`src/rtl/pwm_duty_decoder_if.sv`:
```
// Receive-side PWM decoder bus: the waveform in, decoded duty/status out.
interface pwm_duty_decoder_if #(
    parameter int unsigned WIN_BITS = 8
);
    logic                pwm_in;
    logic [WIN_BITS-1:0] duty;
    logic                duty_valid;
    logic                dead;
    logic                locked;

    // master drives the waveform and consumes the decoded result
    modport master (
        output pwm_in,
        input  duty,
        input  duty_valid,
        input  dead,
        input  locked
    );

    modport slave (
        input  pwm_in,
        output duty,
        output duty_valid,
        output dead,
        output locked
    );
endinterface

```
`src/rtl/pwm_duty_decoder.sv`:
```
// Recovers the duty code of a periodic PWM waveform by counting high samples
// over 2^WIN_BITS-clock windows; reports code, stuck-low and lock status.
module pwm_duty_decoder #(
    parameter int unsigned WIN_BITS = 8,
    parameter int unsigned LOCK_N   = 2
) (
    input  logic               clk,
    input  logic               rst,
    pwm_duty_decoder_if.slave  bus
);

    localparam int unsigned TW = WIN_BITS + 1;
    localparam int unsigned MW = 4;
    localparam logic [MW-1:0]       LOCK_M   = MW'(LOCK_N);
    localparam logic [WIN_BITS-1:0] WIN_LAST = '1;

    typedef enum logic [0:0] {
        PRIME = 1'b0,
        TRACK = 1'b1
    } state_t;

    logic                sync1;
    logic                s;
    logic [WIN_BITS-1:0] win_cnt;
    logic [TW-1:0]       hi_cnt;
    logic [TW-1:0]       total_q;
    logic                win_end_q;

    state_t              state;
    state_t              state_nxt;
    logic [MW-1:0]       match_cnt;
    logic [MW-1:0]       match_nxt;
    logic [TW-1:0]       prev_total;
    logic [TW-1:0]       prev_nxt;
    logic [WIN_BITS-1:0] duty_q;
    logic [WIN_BITS-1:0] duty_nxt;
    logic                dv_q;
    logic                dv_nxt;
    logic                dead_q;
    logic                dead_nxt;
    logic                lock_q;
    logic                lock_nxt;

    // Synchroniser and window accumulator; hi_cnt restarts on the window's
    // first sample so the last sample is folded into total without loss.
    always_ff @(posedge clk or negedge rst) begin
        if (!rst) begin
            sync1     <= 1'b0;
            s         <= 1'b0;
            win_cnt   <= '0;
            hi_cnt    <= '0;
            total_q   <= '0;
            win_end_q <= 1'b0;
        end else begin
            sync1     <= bus.pwm_in;
            s         <= sync1;
            win_cnt   <= win_cnt + WIN_BITS'(1);
            hi_cnt    <= (win_cnt == '0) ? TW'(s) : hi_cnt + TW'(s);
            win_end_q <= (win_cnt == WIN_LAST);
            if (win_cnt == WIN_LAST) begin
                total_q <= hi_cnt + TW'(s);
            end
        end
    end

    // State and result registers
    always_ff @(posedge clk or negedge rst) begin
        if (!rst) begin
            state      <= PRIME;
            match_cnt  <= '0;
            prev_total <= '0;
            duty_q     <= '0;
            dv_q       <= 1'b0;
            dead_q     <= 1'b0;
            lock_q     <= 1'b0;
        end else begin
            state      <= state_nxt;
            match_cnt  <= match_nxt;
            prev_total <= prev_nxt;
            duty_q     <= duty_nxt;
            dv_q       <= dv_nxt;
            dead_q     <= dead_nxt;
            lock_q     <= lock_nxt;
        end
    end

    // First window after reset is primed away; later windows update results.
    always_comb begin
        state_nxt = state;
        match_nxt = match_cnt;
        prev_nxt  = prev_total;
        duty_nxt  = duty_q;
        dv_nxt    = 1'b0;
        dead_nxt  = dead_q;
        lock_nxt  = lock_q;

        case (state)
            PRIME: begin
                if (win_end_q) begin
                    state_nxt = TRACK;
                end
            end
            TRACK: begin
                if (win_end_q) begin
                    dv_nxt = 1'b1;
                    if (total_q == '0) begin
                        dead_nxt = 1'b1;
                    end else begin
                        dead_nxt = 1'b0;
                        duty_nxt = WIN_BITS'(total_q - TW'(1));
                    end
                    if (total_q == prev_total) begin
                        match_nxt = (match_cnt >= LOCK_M) ? LOCK_M : match_cnt + MW'(1);
                    end else begin
                        match_nxt = '0;
                    end
                    prev_nxt = total_q;
                    lock_nxt = (match_nxt >= LOCK_M);
                end
            end
            default: begin
                state_nxt = PRIME;
            end
        endcase
    end

    assign bus.duty       = duty_q;
    assign bus.duty_valid = dv_q;
    assign bus.dead       = dead_q;
    assign bus.locked     = lock_q;

endmodule
```
`src/flat_wrapper.sv`:
```
// flat-port wrapper written by rule: the top's interface ports become plain ports
module pwm_duty_decoder_flat 
#(
    parameter int unsigned WIN_BITS = 8,
    parameter int unsigned LOCK_N   = 2
)
  (clk, rst, bus_pwm_in, bus_duty, bus_duty_valid, bus_dead, bus_locked);
  pwm_duty_decoder_if #(.WIN_BITS(WIN_BITS)) bus_i ();
  input  logic clk;
  input  logic rst;
  input wire logic [$bits(bus_i.pwm_in)-1:0] bus_pwm_in;
  output wire logic [$bits(bus_i.duty)-1:0] bus_duty;
  output wire logic [$bits(bus_i.duty_valid)-1:0] bus_duty_valid;
  output wire logic [$bits(bus_i.dead)-1:0] bus_dead;
  output wire logic [$bits(bus_i.locked)-1:0] bus_locked;
  assign bus_i.pwm_in = bus_pwm_in;
  assign bus_duty = bus_i.duty;
  assign bus_duty_valid = bus_i.duty_valid;
  assign bus_dead = bus_i.dead;
  assign bus_locked = bus_i.locked;
  pwm_duty_decoder #(.WIN_BITS(WIN_BITS), .LOCK_N(LOCK_N)) u_core (.clk(clk), .rst(rst), .bus(bus_i));
endmodule
```
`config.mk`:
```
export PLATFORM = sky130hd
export DESIGN_NAME = pwm_duty_decoder_flat
export DESIGN_NICKNAME = d
export VERILOG_FILES = /design/src/rtl/pwm_duty_decoder_if.sv /design/src/rtl/pwm_duty_decoder.sv /design/src/flat_wrapper.sv
export SDC_FILE = /design/constraint.sdc
export NUM_CORES = 1
export LEC_CHECK = 0
export CELL_PAD_IN_SITES_DETAIL_PLACEMENT = 0
export CELL_PAD_IN_SITES_GLOBAL_PLACEMENT = 2
export CORE_UTILIZATION = 35
export DETAILED_ROUTE_END_ITERATION = 8
export PLACE_DENSITY = 0.72
export SKIP_LAST_GASP = 1
export SLEW_MARGIN = 20
export SYNTH_ARGS = -nofsm -noshare
export SYNTH_HDL_FRONTEND = slang
export SYNTH_SLANG_ARGS = --single-unit
export TNS_END_PERCENT = 1
```
`constraint.sdc`:
```
create_clock -name clk -period 1.69 [get_ports clk]
set_input_delay 0.507 -clock clk [delete_from_list [all_inputs] [get_ports clk]]
set_output_delay 0.507 -clock clk [all_outputs]
set_load 0.02 [all_outputs]
```
==> out/metrics.yaml, run 1 <==
outcome: "finished with violations"
violations: "setup timing"
synth_mux_area_frac: 0.0396
placed_cell_area_sq_um: 2690
cap_violations: 0
htreeDepth: 2
n_antenna_cell: 0
synth-seq-cells: 54
r2r_cells: 5
initial_core_util: 0.366
ctsHoldBuffers: 0
grt_pass1_wl_mm: 7.22
synth_cell_types: 31
dr.pass1.iters: 4
path_class: "register to output port"
fin_skew_ns: 0.0107
synth_top_area_share: 0.578
core_area_sq_um: 6390
crit_cells: 1
nNetsFinal: 256
syn-num-nets: 223
drtAntennaViolNets: 0
syn_inst: 212
die_x_microns: 83.7
synth_area_leaders: "dfrtp_1, xnor2_1, nor2_1"
cp.arrival_ns: 1.27
yosysMostFrequentCell: "dfrtp_1"
regToRegSetupSlack_ns: -0.04
synth_top_cell_by_area: "dfrtp_1"
numCtsBuffers: 5
cts_root_buffer: "clkbuf_8"
cts_max_path_buffers: 2
synth.avg_cell_area_sq_um: 11.0
place_hpwl_mm: 3.11
drc: 0
synth_warnings: 0
drtIter0Drc: 44
synth_commonest_cells: "dfrtp_1, nor2_1, nand2_1"
grt.overflow.total: 0
cts_tree: "done"
synthXorXnorAreaFrac: 0.0899
grt_pass1_vias: 1449
placed_cells: 315
powerDensity_nw_per_um2: 916
place_congestion: 0.738
fmax_mhz: 563
pre_cts_ws_ns: -0.0422
maxSlewViolCount: 0
finish.utilization: 0.439
fin_cells: 323
row_count: 29
synth_compound_gate_area_share: 0.0632
reg2reg_from: "u_core.win_cnt[0]$_DFF_PN0_"
cts_sinks: 54
path_delay_family: "buffers and inverters"
tightest_slew_ns: 0.398
dieArea_sq_um: 7010
grt_util_all_layers: 0.131
end_kind: "output port"
area_delta_synth_final_pct: 19.9
hold_viol: 0
fin_crit_sh: 1.05
synth_adder_area_share: 0.0428
timing.rr.end: "u_core.hi_cnt[0]$_DFF_PN0_"
relSlewSlack: 0.728
synth-edff-count: 0
critPathMaxStageDelay_ns: 0.60
cpMaxStageDelayCell: "clkdlybuf4s50_1"
syn-cell-area_sq_um: 2340
yosys_most_used_dff: "dfrtp_1"
numPortBuffers: 13
critPathLaunchType: "register"
io_pins: 14
crit_required_ns: 1.18
path_buf_inv: 1
async_flop_share: 1.00
vias: 1501
leakagePower_nw: 1.36
irDropWorstVdd_uv: 578
synthSimpleGateAreaFrac: 0.161
synth_top_family_by_area: "simple AND/OR/NAND/NOR gates"
min_path_type: "input pin to asynchronous set/reset pin"
final_area_sq_um: 2800
insertion_delay_ns: 0.31
postCtsSetupRepairBufs: 0
grt_start_max_net_pins: 35
die_y_microns: 83.7
setup_slack_ns: -0.0874
wl_mm: 4.11
path_clk_slew_ns: 0.10
cp_max_fo: 2
antenna_found_initial: 0
routedWlPerCell_microns: 12.7
routed_via_density: 4.65
yosysSeqAreaShare: 0.578
crit_chain: "clkdlybuf4s50_1"
setup_violations: 10
rsz0062_at_grt: "true"
period_minus_slack_ns: 1.78
drive_above_1_share: 0.167
[cell families (layout without fill, tap and decap cells)]
family	Yosys count	in the layout
compound gates	27	27
xor+xnor	24	24
fa+ha+maj	8	8
buf+inv	15	49
flops	54	54
mux	8	8
simple gates	76	76
[metal layers]
metal	wire, microns	track usage	vias to the layer above
li1	-	-	770
met1	2040	0.180	709
met2	1900	0.200	18
met3	116	0.0326	4
met4	57	0.0508	0
met5	0	0	-
[final cells by class]
type | count | area, sq um
Tap cell | 77 | 96.3
Inverter | 9 | 33.8
Fill cell | 620 | 3580
Timing Repair Buffer | 32 | 282
Sequential cell | 54 | 1350
Multi-Input combinational cell | 143 | 926
Clock inverter | 3 | 43.8
Clock buffer | 5 | 68.8
[report_power, final]
group	switching, mW	internal (mW)
Sequential	0.0627	1.37
Combinational	0.145	0.115
Clock	0.427	0.445
[through the flow]
step | hold slack [ns] | total power, mW | setup TNS, ns
floorplan | 0.211 | 1.62 | -0.175
global placement | 0.338 | 1.73 | -0.0121
detailed placement | 0.342 | 1.73 | -0.0422
CTS | 0.0538 | 2.62 | -0.954
global route | 0.0553 | 2.71 | -2.00
finish | 0.0565 | 2.57 | -0.653
[how the worst max path moves through the flow]
stage / endpoint / start / slack (ns)
floorplan: u_core.hi_cnt[0]$_DFF_PN0_ / u_core.win_cnt[0]$_DFF_PN0_ / -0.12
global placement: u_core.hi_cnt[0]$_DFF_PN0_ / u_core.win_cnt[0]$_DFF_PN0_ / -0.01
detailed placement: u_core.hi_cnt[0]$_DFF_PN0_ / u_core.win_cnt[0]$_DFF_PN0_ / -0.04
CTS: bus_duty[7] / u_core.bus.duty[7]$_DFFE_PN0P_ / -0.10
global route: bus_duty[1] / u_core.bus.duty[1]$_DFFE_PN0P_ / -0.15
finish: bus_duty[7] / u_core.bus.duty[7]$_DFFE_PN0P_ / -0.09
[what timing repair did]
action,CTS,global route
gates resized for setup,1,1
gates cloned,0,0
endpoints found under the setup margin,12,26
endpoints found under the hold margin,0,0
[cell usage in the layout, fill, tap and decap left out, types with 2 or more instances in the layout]
cell | netlist | final
nor4_1 | 4 | 4
nor2_1 | 27 | 27
clkdlybuf4s50_1 | 0 | 10
nand2_1 | 20 | 20
xnor2_1 | 13 | 13
o21ai_0 | 9 | 9
and2_1 | 2 | 2
ha_1 | 8 | 8
mux2_2 | 6 | 6
dfrtp_1 | 54 | 54
nor3_1 | 4 | 4
inv_1 | 9 | 9
nand3_1 | 7 | 7
nor2b_1 | 2 | 2
a21oi_1 | 14 | 14
clkbuf_8 | 0 | 5
buf_4 | 0 | 18
nand2b_1 | 3 | 3
xor2_1 | 11 | 11
[sequential cells by signal (all words and copies together), names as in the netlist]
register / cells
u_core.state: 1
u_core.bus.duty: 8
u_core.bus.dead: 1
u_core.sync1: 1
u_core.match_cnt: 4
u_core.bus.duty_valid: 1
u_core.bus.locked: 1
u_core.win_cnt: 8
u_core.total_q: 9
u_core.s: 1
u_core.prev_total: 9
u_core.hi_cnt: 9
u_core.win_end_q: 1
(Power assumes the default switching activity.)
==> run 2: changes to the inputs <==
--- a/config.mk
+++ b/config.mk
@@ -5,6 +5,7 @@
 export SDC_FILE = /design/constraint.sdc
 export NUM_CORES = 1
 export LEC_CHECK = 0
+export CAP_MARGIN = 20
 export CELL_PAD_IN_SITES_DETAIL_PLACEMENT = 0
 export CELL_PAD_IN_SITES_GLOBAL_PLACEMENT = 2
 export CORE_UTILIZATION = 35
==> results of run 2 <==
No change in the layout: final DEF, timing and power equal those of run 1.
==> run 3: changes to the inputs <==
--- a/config.mk
+++ b/config.mk
@@ -8,9 +8,10 @@
 export CAP_MARGIN = 20
 export CELL_PAD_IN_SITES_DETAIL_PLACEMENT = 0
 export CELL_PAD_IN_SITES_GLOBAL_PLACEMENT = 2
-export CORE_UTILIZATION = 35
+export CORE_UTILIZATION = 37
+export CTS_BUF_LIST = sky130_fd_sc_hd__clkbuf_4
 export DETAILED_ROUTE_END_ITERATION = 8
-export PLACE_DENSITY = 0.72
+export PLACE_DENSITY = 0.75
 export SKIP_LAST_GASP = 1
 export SLEW_MARGIN = 20
 export SYNTH_ARGS = -nofsm -noshare
==> run 3 against run 2 <==
  * The flow still finishes with violations (setup timing)
  * Global-route usage increased by 0.88 points
  * Clock skew grew 0.014 ns
  * Largest power group unchanged
  * Non-clock buffer count grew 1
  * Critical path type unchanged
==> out/metrics.yaml, run 3 (synthesis gave the netlist of run 1 again) <==
outcome: "finished with violations"
violations: "setup timing"
cap_violations: 0
antenna_found_initial: 0
critPathLaunchType: "register"
drc: 0
cp_max_fo: 2
grt_pass1_vias: 1417
cpMaxStageDelayCell: "clkdlybuf4s50_1"
period_minus_slack_ns: 1.86
fin_cells: 322
maxSlewViolCount: 0
routed_via_density: 4.60
setup_violations: 10
path_clk_slew_ns: 0.16
powerDensity_nw_per_um2: 864
vias: 1481
routedWlPerCell_microns: 12.4
initial_core_util: 0.390
fin_crit_sh: 1.10
crit_chain: "clkdlybuf4s50_1"
rsz0062_at_grt: "true"
placed_cells: 314
irDropWorstVdd_uv: 504
nNetsFinal: 257
tightest_slew_ns: 0.368
final_common_cell: "dfrtp_1"
cts_max_path_buffers: 2
cts_tree: "done"
nFillCells: 571
io_pins: 14
fin_skew_ns: 0.0249
regToRegSetupSlack_ns: -0.04
path_buf_inv: 1
hold_viol: 0
wl_mm: 4.00
met3_usage: 0.0400
timing.rr.end: "u_core.hi_cnt[0]$_DFF_PN0_"
final_area_sq_um: 2770
fmax_mhz: 536
busiest_layer: "met2"
cts_sinks: 54
cts_root_buffer: "clkbuf_4"
cp.arrival_ns: 1.36
dieArea_sq_um: 6640
htreeDepth: 2
crit_required_ns: 1.18
die_y_microns: 81.5
critPathMaxStageDelay_ns: 0.60
drive_above_1_share: 0.170
row_count: 28
place_hpwl_mm: 2.88
end_kind: "output port"
n_antenna_cell: 0
grt.met2_usage: 0.213
multi_input_area_sq_um: 926
grt_start_max_net_pins: 55
final_cell_mix: "dfrtp_1, nor2_1, nand2_1, buf_4, a21oi_1"
ctsHoldBuffers: 0
finish.utilization: 0.463
drtIter0Drc: 21
r2r_cells: 5
drtAntennaViolNets: 0
core_area_sq_um: 5990
insertion_delay_ns: 0.38
leakagePower_nw: 1.35
placed_cell_area_sq_um: 2690
grt.overflow.total: 0
path_delay_family: "buffers and inverters"
die_x_microns: 81.5
place_congestion: 0.738
setup_slack_ns: -0.175
min_path_type: "input pin to asynchronous set/reset pin"
grt_pass1_wl_mm: 6.93
grt_util_all_layers: 0.140
numPortBuffers: 13
reg_top3: "u_core.hi_cnt x9, u_core.prev_total x9, u_core.total_q x9"
register_area_sq_um: 1350
dr.pass1.iters: 3
area_delta_synth_final_pct: 18.6
relSlewSlack: 0.748
grt_use_met1: 0.192
numCtsBuffers: 5
reg2reg_from: "u_core.win_cnt[0]$_DFF_PN0_"
path_class: "register to output port"
==> run 3: cell types whose count changed in the layout (fill, tap and decap cells not counted) <==
cell,delta
clkbuf_4,+5
clkbuf_8,-5
buf_4,+1
clkinv_2,+1
inv_6,-1
==> run 3: power by group <==
group          total, mW  switching [mW]  internal [mW]
Clock              0.711           0.404          0.307
Combinational      0.249           0.136          0.113
Sequential          1.43          0.0617           1.37
Total               2.39           0.601           1.79
==> run 3: through the flow <==
stage	setup WS, ns	TNS [ns]	total power [mW]	hold WS [ns]
after CTS	-0.197	-1.89	2.43	0.0915
after global placement	-0.0138	-0.0138	1.72	0.337
after global routing	-0.244	-4.13	2.52	0.0843
after detailed placement	-0.0269	-0.0269	1.72	0.340
final	-0.175	-1.51	2.39	0.0768
after floorplan	-0.125	-0.175	1.62	0.211
==> run 3: final cells by class <==
| class | instances | area share |
|---|---|---|
| clock inverter | 3 | 0.0144 |
| tap | 75 | 0.0339 |
| multi-input combinational | 143 | 0.334 |
| sequential | 54 | 0.488 |
| clock buffer | 5 | 0.0135 |
| inverter | 9 | 0.0122 |
| timing repair buffer | 33 | 0.104 |
==> run 3: metal layers <==
| layer | vias up | wire, microns |
|---|---|---|
| li1 | 777 | - |
| met1 | 683 | 2030 |
| met2 | 17 | 1810 |
| met3 | 4 | 111 |
| met4 | 0 | 42 |
| met5 | - | 0 |
==> run 3: timing repair <==
item,in CTS,in global routing
pin swaps,0,0
gates cloned,0,0
buffers inserted,0,0
setup endpoints to repair,13,31
resized for setup,1,1
==> run 3: how the worst max path moves through the flow <==
stage | start | to | slack, ns | cells after the start
CTS | u_core.bus.dead$_DFFE_PN0P_ | bus_dead | -0.20 | 1
global route | u_core.bus.duty[6]$_DFFE_PN0P_ | bus_duty[6] | -0.24 | 1
finish | u_core.bus.dead$_DFFE_PN0P_ | bus_dead | -0.17 | 1
detailed placement | u_core.win_cnt[0]$_DFF_PN0_ | u_core.hi_cnt[0]$_DFF_PN0_ | -0.03 | 5
global placement | u_core.win_cnt[0]$_DFF_PN0_ | u_core.hi_cnt[0]$_DFF_PN0_ | -0.01 | 5
floorplan | u_core.win_cnt[0]$_DFF_PN0_ | u_core.hi_cnt[0]$_DFF_PN0_ | -0.12 | 5
